--- config.mk ---
export PLATFORM = sky130hd
export DESIGN_NAME = key_pad_entry
export DESIGN_NICKNAME = d
export VERILOG_FILES = /design/src/rtl/key_pad_entry.sv
export SDC_FILE = /design/constraint.sdc
export NUM_CORES = 1
export LEC_CHECK = 0
export ABC_AREA = 1
export BUFFER_PORTS_ARGS = -buffer_cell sky130_fd_sc_hd__buf_2
export CAP_MARGIN = 20
export CORE_MARGIN = 2
export CORE_UTILIZATION = 35
export DETAILED_ROUTE_END_ITERATION = 6
export GPL_TIMING_DRIVEN = 0
export MAX_ROUTING_LAYER = met4
export SYNTH_ARGS = -nofsm -noshare
export SYNTH_HDL_FRONTEND = slang
export SYNTH_SLANG_ARGS = --single-unit
--- constraint.sdc ---
create_clock -name clk -period 7.1 [get_ports clk]
set_input_delay 1.42 -clock clk [delete_from_list [all_inputs] [get_ports clk]]
set_output_delay 1.42 -clock clk [all_outputs]
set_load 0.05 [all_outputs]
--- src/rtl/key_pad_entry.sv ---
// 4x4 matrix keypad scanner with debounce and signed 6-digit numeric entry.
module key_pad_entry #(
  parameter int unsigned SCAN_DIV = 5000,
  parameter int unsigned DEBOUNCE = 4
) (
  input  logic        clk,
  input  logic        rst_n,
  output logic [3:0]  row,
  input  logic [3:0]  col,
  output logic [3:0]  key_code,
  output logic        key_valid,
  output logic [19:0] entry,
  output logic        entry_sign,
  output logic [2:0]  digit_cnt,
  output logic [19:0] result,
  output logic        result_sign,
  output logic        result_valid
);

  localparam int unsigned DIV_W  = (SCAN_DIV > 1) ? $clog2(SCAN_DIV) : 1;
  localparam int unsigned STAB_W = 4;
  localparam logic [DIV_W-1:0]  DIV_LAST = DIV_W'(SCAN_DIV - 1);
  localparam logic [STAB_W-1:0] STAB_MAX = STAB_W'(DEBOUNCE);

  localparam logic [3:0] KEY_A    = 4'd3;
  localparam logic [3:0] KEY_B    = 4'd7;
  localparam logic [3:0] KEY_C    = 4'd11;
  localparam logic [3:0] KEY_HASH = 4'd14;

  typedef enum logic [1:0] {IDLE, PRESS_WAIT, HELD, RELEASE_WAIT} state_t;

  state_t            state;
  logic [DIV_W-1:0]  div_cnt;
  logic [1:0]        r;
  logic [15:0]       frame_acc;
  logic [15:0]       prev_frame;
  logic [15:0]       held_frame;
  logic [STAB_W-1:0] stab;

  logic              slot_end;
  logic              frame_end;
  logic [3:0]        col_hit;
  logic [15:0]       col_bits;
  logic [15:0]       frame_now;
  logic [4:0]        pop;
  logic [3:0]        key_idx;
  logic              is_single;
  logic              is_none;
  logic [STAB_W-1:0] stab_nxt;
  logic              stab_hit;

  logic              is_digit;
  logic [3:0]        dval;
  logic [19:0]       entry_x10;
  logic [19:0]       entry_div10;

  // Slot timing, the frame as it stands including the current row sample, and its class
  always_comb begin
    slot_end  = (div_cnt == DIV_LAST);
    frame_end = slot_end && (r == 2'd3);
    col_hit   = ~col;
    col_bits  = {12'd0, col_hit} << {r, 2'b00};
    frame_now = frame_acc | col_bits;
    pop       = '0;
    key_idx   = '0;
    for (int i = 0; i < 16; i++) begin
      pop = pop + 5'(frame_now[i]);
      if (frame_now[i]) key_idx = 4'(i);
    end
    is_single = (pop == 5'd1);
    is_none   = (frame_now == 16'd0);
    if (frame_now == prev_frame)
      stab_nxt = (stab >= STAB_MAX) ? STAB_MAX : stab + STAB_W'(1);
    else
      stab_nxt = STAB_W'(1);
    stab_hit = (stab_nxt >= STAB_MAX);
  end

  // Row scanning, frame capture and debounce state machine
  always_ff @(posedge clk) begin
    if (!rst_n) begin
      div_cnt    <= '0;
      r          <= 2'd0;
      row        <= 4'b1110;
      frame_acc  <= '0;
      prev_frame <= '0;
      held_frame <= '0;
      stab       <= '0;
      state      <= IDLE;
      key_code   <= '0;
      key_valid  <= 1'b0;
    end else begin
      key_valid <= 1'b0;
      if (slot_end) begin
        div_cnt   <= '0;
        r         <= r + 2'd1;
        row       <= {row[2:0], row[3]};
        frame_acc <= frame_end ? 16'd0 : frame_now;
      end else begin
        div_cnt <= div_cnt + DIV_W'(1);
      end
      if (frame_end) begin
        prev_frame <= frame_now;
        stab       <= stab_nxt;
        case (state)
          IDLE:         if (is_single) state <= PRESS_WAIT;
          PRESS_WAIT: begin
            if (!is_single) begin
              state <= IDLE;
            end else if (stab_hit) begin
              state      <= HELD;
              held_frame <= frame_now;
              key_code   <= key_idx;
              key_valid  <= 1'b1;
            end
          end
          HELD:         if (frame_now != held_frame) state <= RELEASE_WAIT;
          RELEASE_WAIT: if (is_none && stab_hit) state <= IDLE;
          default:      state <= IDLE;
        endcase
      end
    end
  end

  // Key index to digit value map
  always_comb begin
    is_digit = 1'b1;
    dval     = 4'd0;
    case (key_code)
      4'd0:    dval = 4'd1;
      4'd1:    dval = 4'd2;
      4'd2:    dval = 4'd3;
      4'd4:    dval = 4'd4;
      4'd5:    dval = 4'd5;
      4'd6:    dval = 4'd6;
      4'd8:    dval = 4'd7;
      4'd9:    dval = 4'd8;
      4'd10:   dval = 4'd9;
      4'd13:   dval = 4'd0;
      default: is_digit = 1'b0;
    endcase
    entry_x10   = 20'(24'(entry) * 24'd10 + 24'(dval));
    entry_div10 = entry / 20'd10;
  end

  // Entry editing, applied the cycle after a key is accepted
  always_ff @(posedge clk) begin
    if (!rst_n) begin
      entry        <= '0;
      entry_sign   <= 1'b0;
      digit_cnt    <= '0;
      result       <= '0;
      result_sign  <= 1'b0;
      result_valid <= 1'b0;
    end else begin
      result_valid <= 1'b0;
      if (key_valid) begin
        if (is_digit) begin
          if (digit_cnt < 3'd6) begin
            entry     <= entry_x10;
            digit_cnt <= digit_cnt + 3'd1;
          end
        end else begin
          case (key_code)
            KEY_A: entry_sign <= ~entry_sign;
            KEY_B: begin
              if (digit_cnt != 3'd0) begin
                entry     <= entry_div10;
                digit_cnt <= digit_cnt - 3'd1;
              end
            end
            KEY_C: begin
              entry      <= '0;
              entry_sign <= 1'b0;
              digit_cnt  <= '0;
            end
            KEY_HASH: begin
              result       <= entry;
              result_sign  <= entry_sign;
              result_valid <= 1'b1;
              entry        <= '0;
              entry_sign   <= 1'b0;
              digit_cnt    <= '0;
            end
            default: ;
          endcase
        end
      end
    end
  end

endmodule

# Word-level counts from Yosys, hierarchy flattened
# Index checks and enable logic that the tools add are counted.
# Widths: inputs -> output; s select.
[totals]
ff_bits = 124
input_bits = 6
out_inout_bits = 55
elab_cells = 131
[classes]
addsub = 21
n_mul = 1
div = 1
n_lt_le_gt_ge = 3
n_eq_ne = 27
shifts = 1
muxes = 37
bitwise = 6
n_reduce_logical = 18
[ops]
columns = ["operator", "count"]
rows = [
  ["$mux 4", 16],
  ["$mux 20", 3],
  ["$add 5x1->5", 11],
  ["$pmux 20 s2", 1],
  ["$pmux 4 s9", 1],
  ["$eq 4x4->1 const B", 6],
  ["$add 20x4->20", 1],
  ["$div 20x4->20 const B", 1],
  ["$mul 20x3->19 const B", 1],
  ["$eq 16x16->1", 1],
  ["$eq 4x3->1 const B", 4],
  ["$logic_not 16->1", 1],
  ["$mux 16", 1],
  ["$ne 16x16->1", 1],
  ["$or 16x16->16", 1],
  ["$shl 4x4->16", 1],
  ["$add 13x1->13 const B", 1],
  ["$eq 13x13->1 const B", 1],
  ["$reduce_and 4->1", 3],
  ["$mux 2", 5],
  ["$reduce_or 10->1", 1],
  ["$mux 3", 3],
  ["$eq 4x2->1 const B", 2],
  ["$ge 4x3->1 const B", 2],
  ["other kinds (31)", 46],
]

# Depth between registers and ports, before layout
[depth]
word_depth = 21
depth_mapped = 80
depth_no_buf = 79

# Least setup slack after synthesis
# Ideal clock, no wire load.
[synth_timing]
kind = "input to register"
start = "input col[3]"
end = "register held_frame[13]"
setup_ps = 70
arrival_time_ps = 5942
t_required_ps = 7030
slack_ps = 1088
stages = 21
path_buffers = 1
path_cell_list = "nor3_1 > nor2_1 > inv_1 > fa_1 > fa_1 > inv_1 > fa_1 > inv_1 > fa_1 > ha_1 > inv_1 > fa_1 > a211o_1 > nand2_1 > o211ai_1 > nor3_1 > inv_1 > nor2_1 > clkbuf_1 > o21ai_0 > a21oi_1"
[synth_via]
word_cells_on_any_way = 21
classes_between = "add/sub: 13; order compare: 1; eq/ne: 2; shift: 1; mux: 1; bitwise: 2; reduce/logical: 1"
[synth_lines]
columns = ["item", "line", "source"]
rows = [
  ["start: declaration", "9", "input logic [3:0] col,"],
  ["$not 4->4 (*)", "61", "col_hit = ~col;"],
  ["$shl 4x4->16 (*)", "62", "col_bits = {12'd0, col_hit} << {r, 2'b00};"],
  ["$or 16x16->16 (*)", "63", "frame_now = frame_acc | col_bits;"],
  ["via frame_now[11]", "44", "logic [15:0] frame_now;"],
  ["$add 5x1->5 (5 in series)", "67", "pop = pop + 5'(frame_now[i]);"],
  ["$eq 5x1->1", "70", "is_single = (pop == 5'd1);"],
  ["$reduce_and 4->1 (no line) (*)", "--", ""],
  ["end signal: assignment", "112", "held_frame <= frame_now;"],
  ["end: declaration", "37", "logic [15:0] held_frame;"],
]
# The timed path passes the listed nets; every way through them passes the cells marked *.
# A chain may end at the register's enable or synchronous reset.

# Worst setup path in the final report
[layout_timing]
start = "input col[1]"
end = "register held_frame[13]"
[layout_via]
elab_chain_len = 20
word_cells_on_any_way = 23
classes_between = "add/sub: 15; order compare: 1; eq/ne: 2; shift: 1; mux: 1; bitwise: 2; reduce/logical: 1"
[layout_lines]
columns = ["item", "line"]
rows = [
  ["$not 4->4 (*)", "61"],
  ["$shl 4x4->16 (*)", "62"],
  ["$or 16x16->16 (*)", "63"],
  ["$add 1x1->2", "67"],
  ["$add 2x1->3", "67"],
  ["$add 3x1->4", "67"],
  ["$add 4x1->5", "67"],
  ["$add 5x1->5 (11 in series)", "67"],
  ["$eq 5x1->1", "70"],
  ["$reduce_and 4->1 (no line)", "--"],
]
# Mark *: on every way between the ends. The rest lies on a longest branch, timed or not.

==> summary.md <==
| Metric | Value |
|---|---|
| Status | finished, final reports clean |
| Reg area | 2480 um2 |
| Core footprint | 24200 um2 |
| Clock Latency Late Sink | 0.43 ns |
| Setup_tns | 0 ns |
| Mapped Avg Cell Area | 6.96 um2 |
| Die Area | 25800 um2 |
| Layout cells sized above 1 | 16.2% |
| Cell Area, Synth | 8580 um2 |
| Synth cell types | 56 |
| XOR/XNOR Fraction of Synth Area | 4.14% |
| Post-synth EDFFs | 0 |
| Final Wtd Congestion | 0.891 |
| CTS tree | built |
| Switching Share | 24.1% |
| Htree depth | 4 |
| Worst Setup Slack, final | 0.547 ns |
| Power share of the combinational group | 2.9% |
| Input/output buffers | 60 |
| Remaining DRCs | 0 |
| Relative slew slack | 43.3% |
| RR Endpoint | held_frame[13]$_SDFFE_PN0P_ |
| Fin area | 9920 um2 |
| CP Max Fanout | 10 |
| Area contributors post-synth | dfxtp_1, nand2_1, inv_1 |
| Max Cap Viol | 0 |
| WL per Instance | 13.9 um |
| Hold WC Path Type | register to register |
| Starting Density | 35.5% |
| Worst-path clk slew | 0.07 ns |
| RSZ-0062 raised after global routing | false |
| Area growth syn-to-layout | 15.7% |
| Synth Area in Simple Gates | 31.3% |
| Worst setup path startpoint | col[1] |
| Hold slack | 0.435 ns |
| N_diodes | 0 |
| Commonest cells in the netlist | nand2_1, inv_1, dfxtp_1, nand3_1, a21oi_1 |
| Setup WS pre-CTS | -0.0947 ns |
| IO Pins | 61 |
| Root Driver | clkbuf_16 |
| Detailed Place HPWL | 17.7 mm |
| GR Overflow Total | 0 |
| Async set-reset flop share out of synthesis | 0% |
| Max Fclk | 153 MHz |
| Critical Path Source Type | primary input |
| Pin count of the biggest net entering global routing | 17 |
| Arrival time worst endpoint | 6.91 ns |
| Final nets | 1376 |
| Fill cells | 2531 |
| Power Total | 1.68 mW |
| Detailed-route via count | 8136 |
| Reg2Reg Depth | 21 |
| CP Capture Point | held_frame[13]$_SDFFE_PN0P_ |
| DRT iter0 DRCs | 399 |
| Placed Instance Area | 9290 um2 |
| Final Slew Violations | 0 |
| WS Path Type | primary input to register |
| Clk pwr share | 55.5% |
| Post-Syn Instances | 1232 |
| Slew @ Worst Pin | 0.851 ns |
| Multi-input gate area | 5220 um2 |
| Seq/Total Area, Yosys | 28.9% |
| Area leader, netlist | dfxtp_1 |
| Synth Area in Adders | 9.51% |
| # setup viols final | 0 |
| Hold Vio Cnt, Final | 0 |
| Warning count from the yosys run | 0 |
| Number of routed nets with antenna violations | 0 |
| Die H | 161 um |
| Internal power | 1.28 mW |
| Reg2Reg Setup Slack | 0.62 ns |
| Peak supply drop | 0.169 mV |
| Clock skew | 0.0139 ns |
| Longest Clk Path Bufs | 2 |
| Ys flop type | dfxtp_1 |
| CP Data Required Time | 7.46 ns |
| Min Clock Period, post-route | 6.55 ns |
| CTS buffer count | 17 |
| Antenna violations before repair | 0 |
| CP Capture Type | register |
| Seq pwr share | 41.6% |
| Vias in the first global route | 7723 |
| Largest family of logic cells by synthesized area | simple AND/OR/NAND/NOR gates |
| Synth Area in Compound Gates | 15.8% |
| Fin crit share | 92.3% |
| Vias per Instance | 4.93 |
| Switch Pwr | 0.404 mW |
| Total iterations of the first detailed-routing run | 5 |
| Top cell type's share of synthesized area | 28.9% |
| Chip width | 161 um |
| R2R Path Start | r[0]$_SDFFE_PN0P_ |
| Mux contribution to synthesized area | 0% |
| Post-Syn Nets | 1296 |
| Row count | 57 |
| Most common cell in the netlist | nand2_1 |
| P_leak | 4.55 nW |
| Sink Count | 124 |
| Synth Register Bits | 124 |
| First-pass GRT wire length | 37.9 mm |
| GRT Resource Usage Total | 18.7% |
| Drt total wl | 23.0 mm |
| Power Density | 169 nW/um2 |
==> power by group through the flow <==
stage | logic (mW) | clock network (mW) | registers [mW]
floorplan | 0.0318 | 0 | 0.713
global placement | 0.0481 | 0 | 0.714
detailed placement | 0.0487 | 0 | 0.714
CTS | 0.0489 | 0.945 | 0.698
global route | 0.0544 | 0.976 | 0.698
finish | 0.0487 | 0.933 | 0.698
==> flip-flops by register name, indices dropped and copies added (netlist names), named ones only <==
| name | flops |
|---|---|
| r | 2 |
| key_valid | 1 |
| entry | 20 |
| key_code | 4 |
| prev_frame | 16 |
| digit_cnt | 3 |
| held_frame | 16 |
| entry_sign | 1 |
| result_sign | 1 |
| state | 1 |
| result | 20 |
| stab | 4 |
| frame_acc | 16 |
| div_cnt | 13 |
| row | 4 |
| result_valid | 1 |
==> cell families after synthesis <==
logic type	Yosys count
xor gates and xnor gates	39
adders and majority gates	58
buffers and inverters	233
DFF	124
AOI/OAI and AO/OA	232
and+or+nand+nor	546
==> final cells by class <==
| class | instances | share of cell area [%] |
|---|---|---|
| inverter | 200 | 7.56 |
| sequential | 124 | 25.0 |
| clock inverter | 15 | 2.05 |
| buffer | 33 | 1.32 |
| timing repair buffer | 61 | 3.10 |
| tap | 324 | 4.08 |
| multi-input combinational | 875 | 52.6 |
| clock buffer | 17 | 4.29 |
==> through the flow <==
step	instances	util, %
6_report	1649	41.0
5_1_grt	1649	41.0
4_1_cts	1649	41.0
3_5_place_dp	1617	38.4
3_3_place_gp	1616	38.4
2_1_floorplan	1232	-
==> cell usage in the layout (no fill, tap or decap), drive strengths merged, types with 18 or more instances in the layout <==
cell type / synthesis / final
nand2: 260 / 260
inv: 194 / 200
nand3: 135 / 135
dfxtp: 124 / 124
a21oi: 100 / 100
nor2: 85 / 85
buf: 2 / 63
o21ai: 62 / 62
clkbuf: 31 / 48
ha: 46 / 46
xor2: 30 / 30
nor3: 18 / 18
==> how the worst min path moves through the flow <==
stage	depth (start not counted)	from	slack [ns]	end
floorplan	2	stab[3]$_SDFFE_PN0P_	0.41	stab[3]$_SDFFE_PN0P_
global placement	2	stab[3]$_SDFFE_PN0P_	0.42	stab[3]$_SDFFE_PN0P_
detailed placement	2	stab[3]$_SDFFE_PN0P_	0.42	stab[3]$_SDFFE_PN0P_
CTS	2	stab[3]$_SDFFE_PN0P_	0.43	stab[3]$_SDFFE_PN0P_
global route	2	stab[3]$_SDFFE_PN0P_	0.46	stab[3]$_SDFFE_PN0P_
finish	2	stab[3]$_SDFFE_PN0P_	0.44	stab[3]$_SDFFE_PN0P_
==> what timing repair did <==
item	4_1_cts	5_1_grt
resized for setup	0	2
endpoints found under the setup margin	0	1
hold buffers	0	0
buffers inserted	0	0
==> critical path: stages <==
cell and delay (ns):
buf_2 0.10, nor3_1 0.06, nor2_1 0.65, fa_1 0.55, fa_1 0.47, fa_1 0.52, inv_1 0.05, fa_1 0.48
ha_1 0.18, inv_1 0.06, fa_1 0.38, a211o_1 0.28, nand2_1 0.06, o211ai_1 0.17, nor3_1 0.30, inv_1 0.13
nor2_2 0.36, clkbuf_1 0.42, o21ai_0 0.13, a21oi_1 0.14
==> per-layer routing <==
layer	GRT usage, %	part of all wire [%]
met1	22.6	47
met2	31.4	48
met3	3.18	2.8
met4	6.55	2.3
met5	-	0
No activity file was read; power rests on OpenSTA's default activity.
